$ cat config.mk
export PLATFORM = sky130hd
export DESIGN_NAME = alu_arbiter
export DESIGN_NICKNAME = d
export VERILOG_FILES = /design/src/rtl/alu_arbiter_pkg.sv /design/src/rtl/alu_rr_picker.sv /design/src/rtl/alu_arbiter.sv
export SDC_FILE = /design/constraint.sdc
export NUM_CORES = 1
export LEC_CHECK = 0
export ABC_CLOCK_PERIOD_IN_PS = 6230
export CAP_MARGIN = 20
export CORE_MARGIN = 5
export CORE_UTILIZATION = 44
export DETAILED_ROUTE_END_ITERATION = 10
export PLACE_DENSITY_LB_ADDON = 0.05
export SETUP_SLACK_MARGIN = 0.3
export SLEW_MARGIN = 20
export SYNTH_ARGS = -nofsm -noshare
export SYNTH_HDL_FRONTEND = slang
export SYNTH_SLANG_ARGS = --single-unit
$ cat constraint.sdc
create_clock -name clk -period 6.23 [get_ports clk]
set_clock_uncertainty 0.15 [all_clocks]
set_input_delay 0.9345 -clock clk [delete_from_list [all_inputs] [get_ports clk]]
set_output_delay 0.9345 -clock clk [all_outputs]
set_load 0.02 [all_outputs]
$ cat src/rtl/alu_arbiter_pkg.sv
// alu_arbiter_pkg: shared widths, opcode range, FSM encoding and opcode check for the ALU arbiter
package alu_arbiter_pkg;
  localparam int ARB_DATA_WIDTH = 32;
  localparam int ARB_OPRN_WIDTH = 6;
  localparam logic [31:0] OPRN_MIN = 32'h01;
  localparam logic [31:0] OPRN_MAX = 32'h09;
  typedef enum logic [1:0] {
    ST_IDLE = 2'b00,
    ST_EXEC = 2'b01,
    ST_RESP = 2'b10
  } arb_state_e;
  function automatic logic oprn_valid(input logic [31:0] oprn);
    return (oprn >= OPRN_MIN) && (oprn <= OPRN_MAX);
  endfunction
endpackage

$ cat src/rtl/alu_rr_picker.sv
// alu_rr_picker: two-way round-robin choice
//   req0/req1 : pending requests
//   last      : id granted most recently
//   gnt_valid : at least one request pending
//   gnt_id    : winning requester (the one not granted last on a tie)
module alu_rr_picker (
  input  logic req0,
  input  logic req1,
  input  logic last,
  output logic gnt_valid,
  output logic gnt_id
);
  always_comb begin
    gnt_valid = req0 | req1;
    gnt_id    = (req0 & req1) ? ~last : req1;
  end
endmodule

$ cat src/rtl/alu_arbiter.sv
// alu_arbiter: shares one combinational ALU between two requesters with a req/ack handshake
//   clk, rst_n                  : clock, asynchronous active-low reset
//   req0/1, op1_0/1, op2_0/1,
//   oprn_0/1                    : per-requester request, operands and opcode
//   ack0/1, res0/1, zero0/1,
//   err0/1                      : per-requester completion pulse, held result, zero flag, reject flag
//   alu_op1, alu_op2, alu_oprn  : registered ALU inputs
//   alu_out, alu_zero           : ALU result and zero flag
//   busy                        : high while an operation is in EXEC or RESP
module alu_arbiter
  import alu_arbiter_pkg::*;
#(
  parameter int DATA_WIDTH = ARB_DATA_WIDTH,
  parameter int OPRN_WIDTH = ARB_OPRN_WIDTH
) (
  input  logic                  clk,
  input  logic                  rst_n,
  input  logic                  req0,
  input  logic [DATA_WIDTH-1:0] op1_0,
  input  logic [DATA_WIDTH-1:0] op2_0,
  input  logic [OPRN_WIDTH-1:0] oprn_0,
  input  logic                  req1,
  input  logic [DATA_WIDTH-1:0] op1_1,
  input  logic [DATA_WIDTH-1:0] op2_1,
  input  logic [OPRN_WIDTH-1:0] oprn_1,
  output logic                  ack0,
  output logic [DATA_WIDTH-1:0] res0,
  output logic                  zero0,
  output logic                  err0,
  output logic                  ack1,
  output logic [DATA_WIDTH-1:0] res1,
  output logic                  zero1,
  output logic                  err1,
  output logic [DATA_WIDTH-1:0] alu_op1,
  output logic [DATA_WIDTH-1:0] alu_op2,
  output logic [OPRN_WIDTH-1:0] alu_oprn,
  input  logic [DATA_WIDTH-1:0] alu_out,
  input  logic                  alu_zero,
  output logic                  busy
);
  arb_state_e            state, state_next;
  logic                  last, win, err_r;
  logic                  gnt_valid, gnt_id, sel_ok;
  logic [OPRN_WIDTH-1:0] sel_oprn;

  alu_rr_picker u_picker (
    .req0      (req0),
    .req1      (req1),
    .last      (last),
    .gnt_valid (gnt_valid),
    .gnt_id    (gnt_id)
  );

  always_comb begin
    sel_oprn = gnt_id ? oprn_1 : oprn_0;
    sel_ok   = oprn_valid(32'(sel_oprn));
  end

  always_ff @(posedge clk or negedge rst_n)
    if (!rst_n) state <= ST_IDLE;
    else        state <= state_next;

  always_comb begin
    state_next = ST_IDLE;
    case (state)
      ST_IDLE: state_next = !gnt_valid ? ST_IDLE : (sel_ok ? ST_EXEC : ST_RESP);
      ST_EXEC: state_next = ST_RESP;
      default: state_next = ST_IDLE;
    endcase
  end

  always_comb begin
    busy = state != ST_IDLE;
    ack0 = (state == ST_RESP) && !win;
    ack1 = (state == ST_RESP) && win;
    err0 = ack0 && err_r;
    err1 = ack1 && err_r;
  end

  // Grant bookkeeping and ALU operand registers; rejected opcodes leave the ALU inputs untouched.
  always_ff @(posedge clk or negedge rst_n)
    if (!rst_n) begin
      last     <= 1'b1;
      win      <= 1'b0;
      err_r    <= 1'b0;
      alu_op1  <= '0;
      alu_op2  <= '0;
      alu_oprn <= '0;
    end else if (state == ST_IDLE && gnt_valid) begin
      last  <= gnt_id;
      win   <= gnt_id;
      err_r <= !sel_ok;
      if (sel_ok) begin
        alu_op1  <= gnt_id ? op1_1 : op1_0;
        alu_op2  <= gnt_id ? op2_1 : op2_0;
        alu_oprn <= sel_oprn;
      end
    end

  // Per-requester result holding: written on reject (cleared) or at the end of EXEC (captured).
  always_ff @(posedge clk or negedge rst_n)
    if (!rst_n) begin
      res0  <= '0;
      zero0 <= 1'b0;
      res1  <= '0;
      zero1 <= 1'b0;
    end else if (state == ST_IDLE && gnt_valid && !sel_ok) begin
      if (gnt_id) begin
        res1  <= '0;
        zero1 <= 1'b0;
      end else begin
        res0  <= '0;
        zero0 <= 1'b0;
      end
    end else if (state == ST_EXEC) begin
      if (win) begin
        res1  <= alu_out;
        zero1 <= alu_zero;
      end else begin
        res0  <= alu_out;
        zero0 <= alu_zero;
      end
    end
endmodule

=== Word-level counts from Yosys, hierarchy flattened ===
Index checks and enable logic that the tools add are counted.

* $add $sub $neg: 0
* Multiply operators: 0
* Divide/modulo/power cells: 0
* $lt $le $gt $ge: 2
* Equality and inequality tests: 5
* Shift-type cells: 0
* Mux-type cells: 23
* Bitwise operators: 3
* Reductions and logical operators: 16

{| class="wikitable"
|+ Operators by type and width
! operator !! count
|-
| 32-bit two-way mux || 10
|-
| 1-bit two-way mux || 9
|-
| 1-bit logical AND || 7
|-
| 6-bit by 1-bit >= comparator with 1-bit output, second input constant || 1
|-
| 6-bit by 4-bit less-or-equal comparator with 1-bit output, second input constant || 1
|-
| 6-bit two-way mux || 1
|-
| 3-bit AND reduction || 2
|-
| 2-bit nonzero test || 3
|-
| 2-bit two-way mux || 2
|-
| 2-bit != test, second input constant || 2
|-
| 2-bit case mux with 2 select lines || 1
|-
| 2-bit by 1-bit == test with 1-bit output, second input constant || 1
|-
| 2-bit == test, second input constant || 1
|-
| 1-bit logical NOT || 2
|-
| 2-bit logical NOT || 1
|-
| 2-bit by 1-bit != test with 1-bit output, second input constant || 1
|-
| 2-bit AND reduction || 1
|-
| 1-bit bitwise AND || 1
|-
| 1-bit inverter || 1
|-
| 1-bit OR || 1
|}

* Register bits after elaboration: 141
* Latch bits: 0
* Memory bits (writable): 0
* Memory bits (read-only): 0
* Bits of input ports: 177
* Output and inout bits: 141
* Logic and storage cells: 60
* Memories: 0

=== Depth between registers and ports, before layout ===
Gate-level depths: netlist of the first run.

* Depth after elaboration: 9
* Mapped depth: 7
* Depth with buffers taken out: 4

=== By module ===
A second synthesis of the first run with hierarchy kept.

* Cell total of the unflattened synthesis: 551
* Area total of the unflattened synthesis: 6633.9 µm²

{| class="wikitable"
|+ By module, submodules not included
! module !! instances !! cells an instance !! area each (µm²)
|-
| alu_arbiter || 1 || 549 || 6620.1
|-
| alu_rr_picker || 1 || 2 || 13.8
|}

=== Least setup slack after synthesis of the first run ===
OpenSTA, ideal clock, no wires.

* Kind: input-to-reg
* Start point: in oprn_1[2]
* End point: reg alu_op1[11]
* Setup time: 0.125 ns
* Arrival: 2.223 ns
* Data required time: 5.955 ns
* Path slack: 3.733 ns
* Stages on the path: 5
* Path buffers: 1
* Cells stage by stage: o21ai_0 > nand4_2 > a21oi_4 > buf_6 > mux2_2

* Cells in the longest elaborated chain, start to end: 4
* Elaborated cells between the ends (all ways): 5
* Classes of those cells: order compare (2); mux (1); reduce/logical (2)

{| class="wikitable"
|+ RTL lines
! item !! RTL line !! text
|-
| start: declaration || alu_arbiter.sv:25 || <nowiki>input logic [OPRN_WIDTH-1:0] oprn_1,</nowiki>
|-
| 6-bit two-way mux * || alu_arbiter.sv:55 || <nowiki>sel_oprn = gnt_id ? oprn_1 : oprn_0;</nowiki>
|-
| 6-bit by 1-bit >= comparator with 1-bit output or 6-bit by 4-bit less-or-equal comparator with 1-bit output (tied branches) || alu_arbiter_pkg.sv:13 || <nowiki>return (oprn >= OPRN_MIN) && (oprn <= OPRN_MAX);</nowiki>
|-
| 1-bit logical AND * || alu_arbiter_pkg.sv:13 ||
|-
| 2-bit AND reduction (no line) * || - ||
|-
| end signal: assignment || alu_arbiter.sv:94 || <nowiki>alu_op1 <= gnt_id ? op1_1 : op1_0;</nowiki>
|-
| end: declaration || alu_arbiter.sv:34 || <nowiki>output logic [DATA_WIDTH-1:0] alu_op1,</nowiki>
|}

Mark *: on every way between the ends. The rest lies on a longest branch, timed or not.
A chain may end at the register's enable or synchronous reset.

=== Worst setup path after layout of the first run ===
* Start point: in oprn_1[2]
* End point: reg alu_op1[8]

Same word-level chain as after synthesis.

==> out/metrics.yaml, run 1 <==
cts_setup_buffers: 0
coreArea_um2: 14590
ctsResizeCount: 0
drt_iter0_markers: 323
worstSetupPathType: "primary input to flip-flop"
grt_use_met2_pct: 38.71
relSlewSlack_pct: 40.22
slowest_delay_ns: 0.76
min_period_ns: 3.717
worstSetupEndpointType: "flip-flop"
dp_slack_ns: 2.070
timing.fmax_mhz: 269.0
crit_chain: "clkdlybuf4s50_1 -> o21ai_0 -> nand4_2 -> a21oi_4 -> buf_4 -> mux2_2"
fin_ws_ns: 2.513
clock-sinks: 141
antenna_found_initial: 0
final_antenna_net_count: 0
cts_tree: "built"
drv_cap: 0
status: "finished, final reports clean"
syn_inst: 556
diodes: 0
drv_slew: 0
syn_nets: 733
crit_path_top_delay_cell: "a21oi_4"
place.port_buffers: 317
nNetsFinal: 1042
start_util_pct: 45.09
synth_cell_type_count: 27
synth_top_area_share_pct: 53.25
synth_area_leaders: "dfrtp_1 53%, mux2_4 14%, mux2_2 12%"
grt_max_degree: 74
grtUsageTotal_pct: 22.67
hpwl_um: 15230
viasPerCell: 5.103
start_kind: "primary input"
setup_tns_ns: 0
grt_pass1_wl_um: 31500
routedWlPerCell_um: 19.06
synth_common_cells: "148 x nand2_1, 140 x dfrtp_1, 72 x o21ai_0, 71 x mux2_2, 61 x mux2_4"
dp.cells: 1030
num_vias: 5414
netlist_area_um2: 6579
yosysWarnings: 0
remaining_drc_errors: 0
synth-async-reset-ratio_pct: 100.0
hold_viol_final: 0
rsz0062_at_grt: "no"
overflow: 0
multi_input_area_um2: 2861
die_width_um: 132.3
yosysSeqAreaShare_pct: 53.65
rows: 44
synth_top_area_cell: "dfrtp_1"
gr-usage-met1_pct: 25.33
hp-class: "flip-flop to flip-flop"
p_leak_nw: 4.405
powerDensity_nw_per_um2: 419.4
fillers: 1049
critPathArrivalTime_ns: 3.87
io_pins: 318
worst-path-max-fanout: 35
h-tree-depth: 4
synth-edff-count: 0
clockBufferDepth: 2
setup_viol: 0
crit_required_ns: 6.38
fin_crit_sh_pct: 59.67
clock_latency_ns: 0.41
ys_ff_latch: 141
first_pass_iters: 4
syn_area_per_cell_um2: 11.83
grt_pass1_vias: 5962
drt-total-wl_um: 20230
syn_to_final_growth_pct: 59.45
met3_usage_pct: 8.130
cts_hold_buf: 0
cts_made_buffers: 17
worstMarginPinSlew_ns: 0.8947
place.gp.congestion: 0.7901
die-area_um2: 17500
stdcell_count: 1061
ir_drop_mv: 0.2612
grt.busiest_layer: "met2"
layout-drive-gt1-share_pct: 20.98
cts.root.buffer_cell: "clkbuf_16"
clk_pin_slew_ns: 0.06
synth_ff_type: "dfrtp_1"
yosysMostFrequentCell: "nand2_1"
die_h_um: 132.3
ff_latch_area_um2: 3530
==> stage by stage <==
step,hold slack (ns),area (um^2),util (%),power [mW]
2_1_floorplan,0.3052,6579,-,2.381
5_1_grt,0.3660,10490,71.90,4.595
3_5_place_dp,0.3433,9861,67.59,3.360
3_3_place_gp,0.3369,9848,67.50,3.324
4_1_cts,0.3572,10490,71.89,4.444
6_report,0.3480,10490,71.90,4.400
==> critical path: cells and delay by family <==
family	cells	cell delay [ns]
and+or+nand+nor	1	0.22
AOI/OAI and AO/OA	2	1.18
muxes	1	0.40
buffers and inverters	2	1.10
==> cell type report <==
class / instances / area share (%)
repair buffers: 325 / 30.87
clock buffers: 22 / 4.711
flip-flops and latches: 141 / 33.65
inverters: 1 / 0.03578
clock inverters: 9 / 1.264
well taps: 184 / 2.195
multi-input cells: 379 / 27.28
==> power breakdown <==
| group | internal [mW] | switching (mW) |
|---|---|---|
| sequential | 1.24 | 0.202 |
| clock | 0.682 | 0.381 |
| combinational | 1.03 | 0.872 |
==> worst paths after layout <==
check	endpoint	depth (start not counted)	from	slack, ns
min in group asynchronous	res1[5]	1	rst_n	0.37
worst max-delay path	alu_op1[8]	6	oprn_1[2]	2.51
worst min-delay path	alu_oprn[4]	1	alu_oprn[4]	0.35
worst min register to register	alu_oprn[4]	1	alu_oprn[4]	0.35
max in group asynchronous	alu_op2[1]	2	rst_n	4.21
worst max register to register	alu_op1[8]	5	state[1]	3.03
==> cells by family after synthesis <==
group,synth area share (%)
flops,53.65
buf+inv,3.214
mux,26.07
compound gates,6.542
simple gates,10.52
==> layer usage <==
layer  part of all wire, %  vias to the layer above
met2                    50                      262
met4                   3.8                        0
met3                   9.2                       49
met1                    37                     2600
li1                      -                     2503
met5                     0                        -
==> layout by cell type, fill, tap and decap left out, drive strengths merged <==
cell type      count
a21bo              1
a21boi             1
a21oi              2
a311oi             1
a31oi              2
and2               3
and3b              1
buf                9
bufinv             3
clkbuf            22
clkdlybuf4s50    316
clkinv             3
clkinvlp           2
dfrtp            140
dfstp              1
inv                2
mux2             132
nand2            148
nand2b             3
nand3              1
nand4              2
nor2               4
nor2b              3
nor3b              1
o21ai             72
or4                2
==> state kept, by name, summed over array words and instances, names as in the netlist <==
register  flops
res1         32
alu_oprn      6
last          1
zero1         1
alu_op1      32
alu_op2      32
win           1
zero0         1
err_r         1
res0         32
state         2
No activity file was read; power rests on OpenSTA's default activity.
==> run 2, diff against run 1 <==
--- a/config.mk
+++ b/config.mk
@@ -5,10 +5,10 @@
 export SDC_FILE = /design/constraint.sdc
 export NUM_CORES = 1
 export LEC_CHECK = 0
-export ABC_CLOCK_PERIOD_IN_PS = 6230
+export ABC_CLOCK_PERIOD_IN_PS = 3210
 export CAP_MARGIN = 20
 export CORE_MARGIN = 5
-export CORE_UTILIZATION = 44
+export CORE_UTILIZATION = 37
 export DETAILED_ROUTE_END_ITERATION = 10
 export PLACE_DENSITY_LB_ADDON = 0.05
 export SETUP_SLACK_MARGIN = 0.3
==> constraint.sdc (replaced) <==
create_clock -name clk -period 3.21 [get_ports clk]
set_clock_uncertainty 0.15 [all_clocks]
set_input_delay 0.4815 -clock clk [delete_from_list [all_inputs] [get_ports clk]]
set_output_delay 0.4815 -clock clk [all_outputs]
set_load 0.02 [all_outputs]
==> run 2 against run 1 <==
Compared with the run above:
- register-to-register slack got worse by 2.2 ns
- clock power rose by 110%
- final area rose by 2.2%
- wire length fell by 0.10%
- count of clock-buffer cells in the layout fell by 2
- combinational power rose by 95%
- final cell count rose by 4.7%
- power rose by 97%
- utilization fell by 10 points
- worst hold slack improved by 0.0062 ns
- first-iteration DRC count fell by 45%
- critical endpoint is now err0
- largest cell class unchanged
==> out/metrics.yaml, run 2 (synthesis gave the netlist of run 1 again) <==
worstMarginPinSlew_ns: 0.7379  # -0.1568 ns
drt-total-wl_um: 20210  # -0.10%
hold_ws_ns: 0.3541  # +0.006179 ns
clk_pin_slew_ns: 0.05  # about the same
clock-sinks: 141  # unchanged
remaining_drc_errors: 0  # unchanged
crit_path_top_delay_cell: "clkdlybuf4s50_1"
final_common_cell: "clkdlybuf4s50_1"
die_width_um: 143.3  # +8.4%
die-area_um2: 20550  # +17%
antenna_found_initial: 0  # unchanged
start_kind: "flip-flop"
hp-class: "flip-flop to flip-flop"
nNetsFinal: 1051  # +0.86%
drv_cap: 0  # unchanged
cp_num_buf_inv: 1  # -1
cts.root.buffer_cell: "clkbuf_16"
place.gp.congestion: 0.8087  # +2.4%
relSlewSlack_pct: 50.29  # +10 points
place.port_buffers: 317  # unchanged
hold_viol_final: 0  # unchanged
drt_iter0_markers: 178  # -45%
powerDensity_nw_per_um2: 810.4  # +93%
ctsResizeCount: 0  # unchanged
grt_pass1_vias: 5577  # -6.5%
routedWlPerCell_um: 18.19  # -4.6%
worstSetupEndpointType: "output pin"
clockBufferDepth: 2  # unchanged
final_antenna_net_count: 0  # unchanged
grt_pass1_wl_um: 30550  # -3.0%
layout-drive-gt1-share_pct: 21.22  # +0.24 points
rsz0062_at_grt: "no"
grtUsageTotal_pct: 19.24  # -3.4 points
num_vias: 5292  # -2.3%
min_period_ns: 2.542
status: "finished, final reports clean"
slowest_delay_ns: 0.61  # -0.15 ns
fin_crit_sh_pct: 79.20
hpwl_um: 15500  # +1.8%
rows: 48  # +9.1%
syn_to_final_growth_pct: 62.97
diodes: 0  # unchanged
dp.cells: 1079  # +4.8%
die_h_um: 143.3  # +8.4%
drv_slew: 0  # unchanged
ir_drop_mv: 0.4767  # +83%
viasPerCell: 4.763  # -6.7%
p_leak_nw: 4.489  # +1.9%
crit_required_ns: 2.58  # -3.80 ns
setup_tns_ns: 0  # unchanged
clock_latency_ns: 0.40  # about the same
cpLargestDelayFamily: "buffers and inverters"
first_pass_iters: 4  # unchanged
setup_viol: 0  # unchanged
worst-path-max-fanout: 7  # -80%
overflow: 0  # unchanged
fillers: 1407  # +34%
h-tree-depth: 4  # unchanged
timing.fmax_mhz: 393.3
stdcell_count: 1111  # +4.7%
coreArea_um2: 17360  # +19%
reg2reg_slack_ns: 0.83  # -2.20 ns
cts_tree: "built"
crit_chain: "nor3b_1 -> and2_1 -> clkdlybuf4s50_1"
grt_max_degree: 71  # -4.1%
worstSetupPathType: "flip-flop to output pin"
critPathArrivalTime_ns: 1.91  # -1.96 ns
start_util_pct: 37.90  # -7.2 points
final_cell_mix: "316 x clkdlybuf4s50_1, 148 x nand2_1, 140 x dfrtp_1"
io_pins: 318  # unchanged
cts_made_buffers: 17  # unchanged
[run 2: path summary, 6_finish.rpt]
kind / cells past startpoint / startpoint / end
min: 1 / alu_oprn[5] / alu_oprn[5]
max: 3 / win / err0
min in group asynchronous: 2 / rst_n / res1[5]
min reg2reg: 1 / alu_oprn[5] / alu_oprn[5]
max reg2reg: 5 / state[1] / alu_oprn[0]
max in group asynchronous: 3 / rst_n / res0[23]
[run 2: where the power goes]
group          internal [mW]  switching, mW
registers               2.40          0.391
logic                   2.01           1.70
clock network           1.47          0.711
total                   5.89           2.80
[run 2: repair_timing]
| item | 4_1_cts | 5_1_grt |
|---|---|---|
| hold buffers | 1 | 0 |
| setup endpoints to repair | 0 | 0 |
| setup buffers | 0 | 0 |
| hold endpoints to repair | 54 | 0 |
[run 2: layout make-up]
cell class,count,area [um^2],area share [%]
clock inverter,11,215.2,2.007
sequential,141,3530,32.92
clock buffer,20,446.7,4.166
multi-input combinational,379,2858,26.65
timing repair buffer,334,3387,31.59
inverter,1,3.754,0.03501
tap,225,281.5,2.626
[run 2: stage by stage]
step           total power [mW]  util (%)  worst slack, ns  cell area (um^2)
2_1_floorplan             4.621         -            1.166              6579
3_3_place_gp              6.511     57.74           0.3614             10020
3_5_place_dp              6.558     57.90           0.3406             10050
4_1_cts                   8.806     61.77           0.6292             10720
5_1_grt                   9.088     61.77           0.5191             10720
6_report                  8.689     61.77           0.6675             10720
[run 2: layer usage]
metal / up-vias / part of all wire (%) / global-route usage, %
li1: 2525 / - / -
met1: 2511 / 39 / 23.13
met2: 241 / 52 / 34.08
met3: 15 / 8.2 / 5.391
met4: 0 / 1.3 / 5.154
met5: - / 0 / 0
[run 2: worst register-to-register path, cell delays in order (launching register included)]
cell and delay, ns:
dfrtp_1 0.41, nor2_1 0.30, o21ai_0 0.36, a21oi_4 0.46
buf_4 0.25, mux2_2 0.34
